<file path="src/rtl/fetch_stage_pkg.sv">
// Shared constants and types for the instruction-fetch stage: chip-enable levels,
// stall-vector bit positions, default reset PC and the PC source selector.
package fetch_stage_pkg;

  localparam logic        CHIP_ENABLE      = 1'b1;
  localparam logic        CHIP_DISABLE     = 1'b0;
  localparam int          INST_ADDR_W      = 32;
  localparam int          INST_DATA_W      = 32;
  localparam int          STALL_W          = 6;
  localparam logic [31:0] RESET_PC_DEFAULT = 32'h0000_0000;

  // Stall vector bits consumed by the fetch stage; the upper bits belong to later stages.
  localparam int STALL_HOLD_PC = 0;
  localparam int STALL_HOLD_IF = 1;
  localparam int STALL_ID      = 2;

  typedef enum logic [2:0] {
    PC_RESET,
    PC_FLUSH,
    PC_HOLD,
    PC_BRANCH,
    PC_SEQ
  } pc_sel_e;

endpackage

</file>
<file path="src/rtl/fetch_stage_if_id_reg.sv">
// IF/ID pipeline register: clears on reset/flush, inserts a bubble when IF holds while
// ID advances, loads the fetched {pc, inst} when IF advances, otherwise holds.
module if_id_reg #(
  parameter int ADDR_W = 32,
  parameter int DATA_W = 32
) (
  input  logic              clk,
  input  logic              rst,
  input  logic              flush,
  input  logic              hold,
  input  logic              id_stall,
  input  logic [ADDR_W-1:0] if_pc,
  input  logic [DATA_W-1:0] if_inst,
  output logic [ADDR_W-1:0] id_pc,
  output logic [DATA_W-1:0] id_inst
);

  always_ff @(posedge clk) begin
    // NOTE: sequential state uses non-blocking assignments so every flop samples pre-edge values.
    if (rst || flush) begin
      id_pc   <= '0;
      id_inst <= '0;
    end else if (hold && !id_stall) begin
      // IF is frozen but ID moves on: feed it a NOP so the held word is not issued twice.
      id_pc   <= '0;
      id_inst <= '0;
    end else if (!hold) begin
      id_pc   <= if_pc;
      id_inst <= if_inst;
    end
  end

endmodule

</file>
<file path="src/rtl/fetch_stage.sv">
// Instruction-fetch stage: program counter with reset/flush/stall/branch priority,
// ROM chip enable, and the IF/ID register feeding decode (MIPS delayed branches).
module fetch_stage
  import fetch_stage_pkg::*;
#(
  parameter int                ADDR_W   = INST_ADDR_W,
  parameter int                DATA_W   = INST_DATA_W,
  parameter int                STALL_W  = fetch_stage_pkg::STALL_W,
  parameter logic [ADDR_W-1:0] RESET_PC = RESET_PC_DEFAULT
) (
  input  logic               clk,
  input  logic               rst,
  input  logic [STALL_W-1:0] stall,
  input  logic               flush,
  input  logic [ADDR_W-1:0]  new_pc,
  input  logic               branch_flag,
  input  logic [ADDR_W-1:0]  branch_target,
  output logic               ce,
  output logic [ADDR_W-1:0]  pc,
  input  logic [DATA_W-1:0]  rom_inst,
  output logic [ADDR_W-1:0]  id_pc,
  output logic [DATA_W-1:0]  id_inst
);

  pc_sel_e           pc_sel;
  logic [ADDR_W-1:0] pc_next;
  logic [DATA_W-1:0] fetch_inst;
  logic              unused_bits;

  // Low address bits are forced to zero on load, and later-stage stall bits are not ours.
  assign unused_bits = ^{stall[STALL_W-1:STALL_ID+1], new_pc[1:0], branch_target[1:0]};

  always_comb begin
    // NOTE: defaults first so no path leaves a combinational output unassigned (no latch).
    pc_sel  = PC_SEQ;
    pc_next = pc + ADDR_W'(4);
    if (ce == CHIP_DISABLE)     pc_sel = PC_RESET;
    else if (flush)             pc_sel = PC_FLUSH;
    else if (stall[STALL_HOLD_PC]) pc_sel = PC_HOLD;
    else if (branch_flag)       pc_sel = PC_BRANCH;

    case (pc_sel)
      PC_RESET:  pc_next = RESET_PC;
      PC_FLUSH:  pc_next = {new_pc[ADDR_W-1:2], 2'b00};
      PC_HOLD:   pc_next = pc;
      PC_BRANCH: pc_next = {branch_target[ADDR_W-1:2], 2'b00};
      default:   pc_next = pc + ADDR_W'(4);
    endcase
  end

  always_ff @(posedge clk) begin
    if (rst) begin
      ce <= CHIP_DISABLE;
      pc <= RESET_PC;
    end else begin
      ce <= CHIP_ENABLE;
      pc <= pc_next;
    end
  end

  // The ROM output is meaningless while disabled; pass a NOP instead.
  assign fetch_inst = (ce == CHIP_ENABLE) ? rom_inst : '0;

  if_id_reg #(
    .ADDR_W(ADDR_W),
    .DATA_W(DATA_W)
  ) u_if_id_reg (
    .clk      (clk),
    .rst      (rst),
    .flush    (flush),
    .hold     (stall[STALL_HOLD_IF]),
    .id_stall (stall[STALL_ID]),
    .if_pc    (pc),
    .if_inst  (fetch_inst),
    .id_pc    (id_pc),
    .id_inst  (id_inst)
  );

endmodule

</file>
<file path="config.mk">
export PLATFORM = sky130hd
export DESIGN_NAME = fetch_stage
export DESIGN_NICKNAME = d
export VERILOG_FILES = /design/src/rtl/fetch_stage_pkg.sv /design/src/rtl/fetch_stage_if_id_reg.sv /design/src/rtl/fetch_stage.sv
export SDC_FILE = /design/constraint.sdc
export NUM_CORES = 1
export LEC_CHECK = 0
export ABC_AREA = 1
export BUFFER_PORTS_ARGS = -buffer_cell sky130_fd_sc_hd__buf_2
export CAP_MARGIN = 5
export CORE_UTILIZATION = 43
export DETAILED_ROUTE_END_ITERATION = 10
export PLACE_DENSITY = 0.76
export SLEW_MARGIN = 5
export SYNTH_ARGS = -nofsm -noshare
export SYNTH_HDL_FRONTEND = slang
export SYNTH_SLANG_ARGS = --single-unit
export TNS_END_PERCENT = 20
</file>
<file path="constraint.sdc">
create_clock -name clk -period 1.3 [get_ports clk]
set_input_delay 0 -clock clk [delete_from_list [all_inputs] [get_ports clk]]
set_output_delay 0 -clock clk [all_outputs]
set_load 0.02 [all_outputs]
</file>
==> run_results.csv, run 1 <==
group,metric,value,unit
outcome,status,"finished with violations",
synth,synth.yosys.seq_area_share,0.3975,
final_layout,final_net_count,1112,
route,detail_route.wirelength,15820,um
synth,synthMostInstantiatedCell,"nand2_1",
clocking,tritoncts,"built",
clocking,insertion_delay,0.38,ns
clocking,cts-buffers-inserted,9,
pwr,ir_worst_vdd,0.0007253,V
floorplan,placeableCoreArea,0.01046,sq mm
timing,hold-worst-slack,0.01084,ns
critical_path,critical_path.n_buffers_inverters,0,
grt,grt_start_max_net_pins,88,
critical_path,crit_chain,"ha_4 > nand2_4 > nor2_4 > nand2_2 > nor2_4 > nand2_1 > nand2_1 > nand2_1 > nand2_1 > a21oi_2",
timing,report.final.setup_viol,22,
clocking,clock_tree.root_cell,"clkbuf_8",
critical_path,cp_delay_by_family_top,"simple AND/OR/NAND/NOR gates",
synth,post_synth_instance_area,0.004683,sq mm
floorplan,die_area,0.01131,sq mm
timing,final_min_period_over_clock_period,1.080,
synth,count_of_flip_flops_with_a_built_in_enable_after_synthesis,0,
critical_path,critPathRequiredTime,1.57,ns
synth,post_synth_main_area_contributors,"dfxtp_1 (40%), nand2_1 (19%), a21oi_1 (9.1%)",
critical_path,end_kind,"register",
grt,antenna_found_initial,0,
route,drtPass1Iterations,5,
timing,hold_viol,0,
outcome,violations,"negative setup slack",
synth,synth_common_cells,"nand2_1 (237), dfxtp_1 (93), a21oi_1 (85), nor2_1 (85), inv_1 (46)",
critical_path,cp_max_fo,5,
floorplan,row_count,37,
clocking,clkSlewWorstSetupHoldPaths,0.10,ns
critical_path,critical-path-max-stage-delay,0.37,ns
synth,synthDominantAreaCellType,"dfxtp_1",
clocking,tritoncts_num_sinks,93,
grt,gr-usage-all-layers,0.2738,
floorplan,die_x,106.4,um
route,detail-route-antenna-nets,0,
final_layout,final_layout_size_suffix_gt1_frac,0.3257,
synth,postSynth.asyncResetShare,0,
pwr,static-leakage-power,3.308,nW
clocking,h-tree-depth,3,
clocking,max-clock-path-buffers,2,
pwr,power_density,863.3,mW/mm^2
critical_path,worstSetupStartpointType,"register",
grt,grt_pass1_wl,24540,um
route,drt_first_iter_violations,551,
run,max-cap-violations,0,
final_layout,layout.core_utilization,0.6844,
final_layout,filler_cells,882,
route,drc,0,
grt,grt.overflow.total,0,
critical_path,slowest_stage,"dfxtp_4",
route,detailroute.via_count,5727,
route,viasPerCell,4.997,
timing,period_needed,1.404,ns
final_layout,areaGrowthSynthToFinish,52.90,%
floorplan,top_level_ports,203,
synth,synth.top_cell.area_share,0.3975,
placed_design,post-dp-hpwl,10820,um
timing,maximum_clock_rate,712.3,MHz
synth,synthDistinctLibCells,32,
timing,timing_max_transition_violations_final,0,
critical_path,critPathMostFrequentCell,"nand2_1",
route,detail_route.wl_per_cell,13.81,um
floorplan,start_util,0.4476,
synth,synthesis.yosys.warnings,0,
timing,postLayoutSetupSlackWorst,-0.1040,ns
placed_design,io_buffers,191,
synth,postSynthCellCount,715,
synth,ffs_latches_synth,93,
grt,first_global_vias,5230,
synth,postSynthAreaPerCell,6.550,sq um
final_layout,antennaDiodeCount,0,
floorplan,die_h,106.4,um
timing,timing.clock.skew,0.01583,ns
critical_path,path_class,"reg2reg",
placed_design,place.gp.congestion,0.8959,
worst_hold_path,hold_path_class,"in2reg",
timing,rsz0062_at_grt,"true",
synth,dominantRegCellSynth,"dfxtp_1",
timing,tns,-1.065,ns
critical_path,arr_time_crit_path,1.67,ns
## area by class of cell
class,instances,area [sq um],share of cell area
clock inverters,7,67.56,0.009436
multi-input cells,535,2587,0.3613
well taps,136,170.2,0.02376
flip-flops and latches,93,1886,0.2633
inverters,52,200.2,0.02796
clock buffers,9,123.9,0.01730
repair buffers,314,2126,0.2969
## metal layers
layer	GRT usage	up-vias	part of all wire
met1	0.3537	2564	0.43
met4	0.1141	0	0.030
met2	0.4536	248	0.47
met5	0	-	0
li1	-	2878	-
met3	0.04108	37	0.068
## power by group
| part | switching [mW] | internal (mW) | leakage, nW |
|---|---|---|---|
| Clock | 1.16 | 0.742 | 0.0989 |
| Combinational | 0.683 | 0.578 | 2.45 |
| Sequential | 0.0767 | 2.94 | 0.762 |
| Total | 1.92 | 4.26 | 3.31 |
## kinds of logic (layout without fill, tap and decap cells)
logic type | count (synthesis) | count (layout) | share of synthesized area
buf+inv | 90 | 382 | 0.08255
simple gates | 397 | 397 | 0.3647
compound gates | 132 | 132 | 0.1499
fa+ha+maj | 1 | 1 | 0.002671
xor+xnor | 1 | 1 | 0.001870
other cells | 1 | 4 | 0.0008007
flops | 93 | 93 | 0.3975
## flip-flops by register name (all words and copies together) (netlist names)
name and count:
ce 1, u_if_id_reg.id_pc 30, pc 30, u_if_id_reg.id_inst 32
## worst register-to-register path: stages (launching register included)
cell	delay (ns)
dfxtp_4	0.37
ha_4	0.15
nand2_4	0.06
nor2_4	0.16
nand2_2	0.11
nor2_4	0.16
nand2_1	0.07
nand2_1	0.06
nand2_1	0.05
nand2_1	0.07
a21oi_2	0.05
## path summary, 6_finish.rpt
path	cells past startpoint	slack (ns)	end	from
max	10	-0.10	pc[24]$_SDFFE_PP0P_	pc[3]$_SDFFE_PP0P_
min	5	0.01	pc[12]$_SDFFE_PP0P_	new_pc[12]
max reg2reg	10	-0.10	pc[24]$_SDFFE_PP0P_	pc[3]$_SDFFE_PP0P_
min reg2reg	2	0.46	u_if_id_reg.id_inst[3]$_SDFFE_PP0N_	u_if_id_reg.id_inst[3]$_SDFFE_PP0N_
## per-stage QoR
step	power (mW)	setup WS [ns]	cells	instance area (sq um)
after global placement	4.136	-0.02875	1065	6202
final	6.182	-0.1040	1146	7161
after detailed placement	4.143	-0.05496	1065	6202
after CTS	6.153	-0.05187	1143	7032
after global routing	6.451	-0.2034	1146	7161
after floorplan	3.635	-0.04908	718	4740
## timing repair
action	4_1_cts	5_1_grt
gates resized for setup	7	31
hold buffers	62	0
endpoints found under the hold margin	50	0
setup buffers	0	3
pin swaps	3	14
endpoints found under the setup margin	21	84
## layout by cell type, fill, tap and decap left out, drive strengths merged
master and count:
buf 252, inv 54, or2 1, conb 4, and2 1, and3 13
dfxtp 93, clkinv 5, nand4 1, a22oi 4, xor2 1, nand3 40
clkbuf 9, nand2 243, a21oi 85, nor2 97, a31oi 2, a41oi 7
dlygate4sd3 62, o21ai 33, o211ai 1, ha 1, nor3 1
(Power assumes the default switching activity.)
==> run 2: changes to the inputs <==
CELL_PAD_IN_SITES_DETAIL_PLACEMENT = 0   (was default)
CELL_PAD_IN_SITES_GLOBAL_PLACEMENT = 1   (was default)
CORE_UTILIZATION = 29   (was 43)
PLACE_DENSITY = default   (was 0.76)
PLACE_DENSITY_LB_ADDON = 0.1   (was default)
==> run 2 against run 1 <==
The run still ends with negative setup slack left; first-iteration DRC count decreased by 49%; sequential share of layout area fell by 0.87 points; cell count rose by 7.2%; sequential power barely moved; via count fell by 4.3%; utilization fell by 22 points; clock-buffer cell count up 2; fmax grew 0.63%; die area up 47%; power grew 16%; flip-flop and latch count did not move; critical path type unchanged; critical endpoint is now pc[11]$_SDFFE_PP0P_; largest power group unchanged.
==> run_results.csv, run 2 (synthesized netlist as in run 1, its figures left out) <==
group,metric,value,unit
outcome,status,"finished with violations",
outcome,violations,"negative setup slack",
timing,hold_viol,0,
timing,report.final.setup_viol,24,
final_layout,final_common_cell,"nand2_1",
final_layout,antennaDiodeCount,0,
grt,gr-usage-all-layers,0.1972,
timing,timing_max_transition_violations_final,0,
critical_path,timing.critical_path.depth,10,
pwr,power_density,967.2,mW/mm^2
grt,grt_pass1_wl,25330,um
timing,postLayoutSetupSlackWorst,-0.09521,ns
worst_hold_path,hold_path_class,"in2reg",
final_layout,max_ffs_per_register,32,
grt,globalRouteMet1Util,0.2680,
route,detail-route-antenna-nets,0,
floorplan,row_count,46,
route,detail_route.wirelength,16580,um
critical_path,crit_end,"pc[11]$_SDFFE_PP0P_",
pwr,clkPwrFrac,0.404,
route,drt_first_iter_violations,283,
critical_path,critical_path.n_buffers_inverters,2,
clocking,cts-buffers-inserted,9,
clocking,max-clock-path-buffers,2,
pwr,report.power.total,7.147,mW
critical_path,worstSetupStartpointType,"register",
route,drtPass1Iterations,5,
pwr,power_switching_share,0.2740,
final_layout,layout.core_utilization,0.4669,
placed_design,dp_slack,-0.1298,ns
clocking,h-tree-depth,3,
timing,rsz0062_at_grt,"true",
floorplan,die_x,129.1,um
grt,globalRoute.busiestLayer,"met2",
route,detail_route.wl_per_cell,13.50,um
clocking,tritoncts_num_sinks,93,
timing,hold-worst-slack,0.01800,ns
route,viasPerCell,4.461,
final_layout,finalInstanceArea,0.007390,sq mm
critical_path,critical-path-max-stage-delay,0.38,ns
critical_path,startpoint,"pc[3]$_SDFFE_PP0P_",
critical_path,crit_chain,"buf_4 > nand2_2 > nor2_8 > nand2_4 > nor2_4 > nand2_1 > nand3_1 > nand3_1 > nand2_1 > inv_1",
timing,final_min_period_over_clock_period,1.073,
final_layout,finalNonFillerCells,1228,
clocking,clkSlewWorstSetupHoldPaths,0.07,ns
pwr,static-leakage-power,3.418,nW
pwr,p_int,5.189,mW
pwr,ir_worst_vdd,0.0006284,V
placed_design,io_buffers,191,
timing,period_needed,1.395,ns
grt,first_global_vias,5086,
critical_path,end_kind,"register",
final_layout,areaGrowthSynthToFinish,57.79,%
pwr,relative_contribution_of_sequential_cells_to_total_power,0.422,
critical_path,critPathRequiredTime,1.55,ns
clocking,clock_tree.root_cell,"clkbuf_16",
placed_design,dpl_cell_area,0.006390,sq mm
floorplan,top_level_ports,203,
final_layout,final_layout_size_suffix_gt1_frac,0.3379,
critical_path,cp_max_fo,5,
floorplan,placeableCoreArea,0.01583,sq mm
placed_design,cell_count_post_placement,1155,
floorplan,start_util,0.2959,
critical_path,arr_time_crit_path,1.64,ns
critical_path,path_class,"reg2reg",
grt,grt_util_met2,0.3234,
floorplan,die_area,0.01666,sq mm
placed_design,place.gp.congestion,0.8522,
clocking,insertion_delay,0.35,ns
critical_path,rr_endpoint,"pc[11]$_SDFFE_PP0P_",
final_layout,mostFrequentLayoutCells,"nand2_1 (232), buf_2 (191), a21oi_1 (81), dfxtp_1 (81), nor2_1 (72)",
critical_path,timing.reg2reg.worst_path_depth,10,
grt,grt.overflow.total,0,
critical_path,reg2reg_setup_slack,-0.1,ns
grt,use_met3,0.02642,
pwr,comb_power_share,0.174,
floorplan,die_h,129.1,um
clocking,tritoncts,"built",
route,drc,0,
run,max-cap-violations,0,
critical_path,cp_delay_by_family_top,"simple AND/OR/NAND/NOR gates",
timing,maximum_clock_rate,716.7,MHz
timing,tns,-1.181,ns
final_layout,largest_registers,"u_if_id_reg.id_inst x32, pc x30, u_if_id_reg.id_pc x30",
critical_path,r2r_start,"pc[3]$_SDFFE_PP0P_",
route,detailroute.via_count,5478,
pwr,p_switching,1.958,mW
placed_design,post-dp-hpwl,12550,um
timing,timing.clock.skew,0.01269,ns
grt,antenna_found_initial,0,
final_layout,final_net_count,1114,
final_layout,regMostFlops,"u_if_id_reg.id_inst",
grt,grt_start_max_net_pins,57,
critical_path,slowest_stage,"dfxtp_4",
-- run 2: what timing repair did --
action	4_1_cts	5_1_grt
endpoints found under the hold margin	45	0
pin swaps	4	6
setup buffers	3	1
hold buffers	53	0
gates resized for setup	13	21
gates cloned	0	0
setup endpoints to repair	22	54
-- run 2: layout make-up --
class | instances | area [sq um]
clock buffers | 11 | 264.0
clock inverters | 5 | 61.31
fillers | 1669 | 8438
inverters | 52 | 200.2
multi-input cells | 535 | 2585
flip-flops and latches | 93 | 1882
well taps | 216 | 270.3
repair buffers | 316 | 2127
-- run 2: power by group through the flow --
stage	Sequential [mW]	Clock (mW)	Combinational (mW)
2_1_floorplan	3.20	0	0.438
3_3_place_gp	3.08	0	1.10
3_5_place_dp	3.08	0	1.11
4_1_cts	3.02	2.96	1.24
5_1_grt	3.03	3.07	1.36
6_report	3.02	2.89	1.24
-- run 2: layer usage --
layer,up-vias,part of all wire
met5,-,0
met4,0,0.013
met3,11,0.045
met2,158,0.45
met1,2433,0.49
li1,2876,-
-- run 2: worst min-delay path by stage --
stage | startpoint | endpoint | slack (ns) | cells after the start
2_1_floorplan | rom_inst[3] | u_if_id_reg.id_inst[3]$_SDFFE_PP0N_ | 0.14 | 2
3_3_place_gp | rom_inst[0] | u_if_id_reg.id_inst[0]$_SDFFE_PP0N_ | 0.25 | 3
3_5_place_dp | rom_inst[6] | u_if_id_reg.id_inst[6]$_SDFFE_PP0N_ | 0.25 | 3
4_1_cts | stall[1] | u_if_id_reg.id_pc[3]$_SDFFE_PP0N_ | 0.01 | 4
5_1_grt | branch_target[27] | pc[27]$_SDFFE_PP0P_ | 0.03 | 4
6_report | branch_target[14] | pc[14]$_SDFFE_PP0P_ | 0.02 | 5
-- run 2: tightest hold or removal path: stages --
cell and delay (ns):
buf_2 0.08, a22oi_1 0.08, nand3_1 0.09, nand2_1 0.04
inv_1 0.04
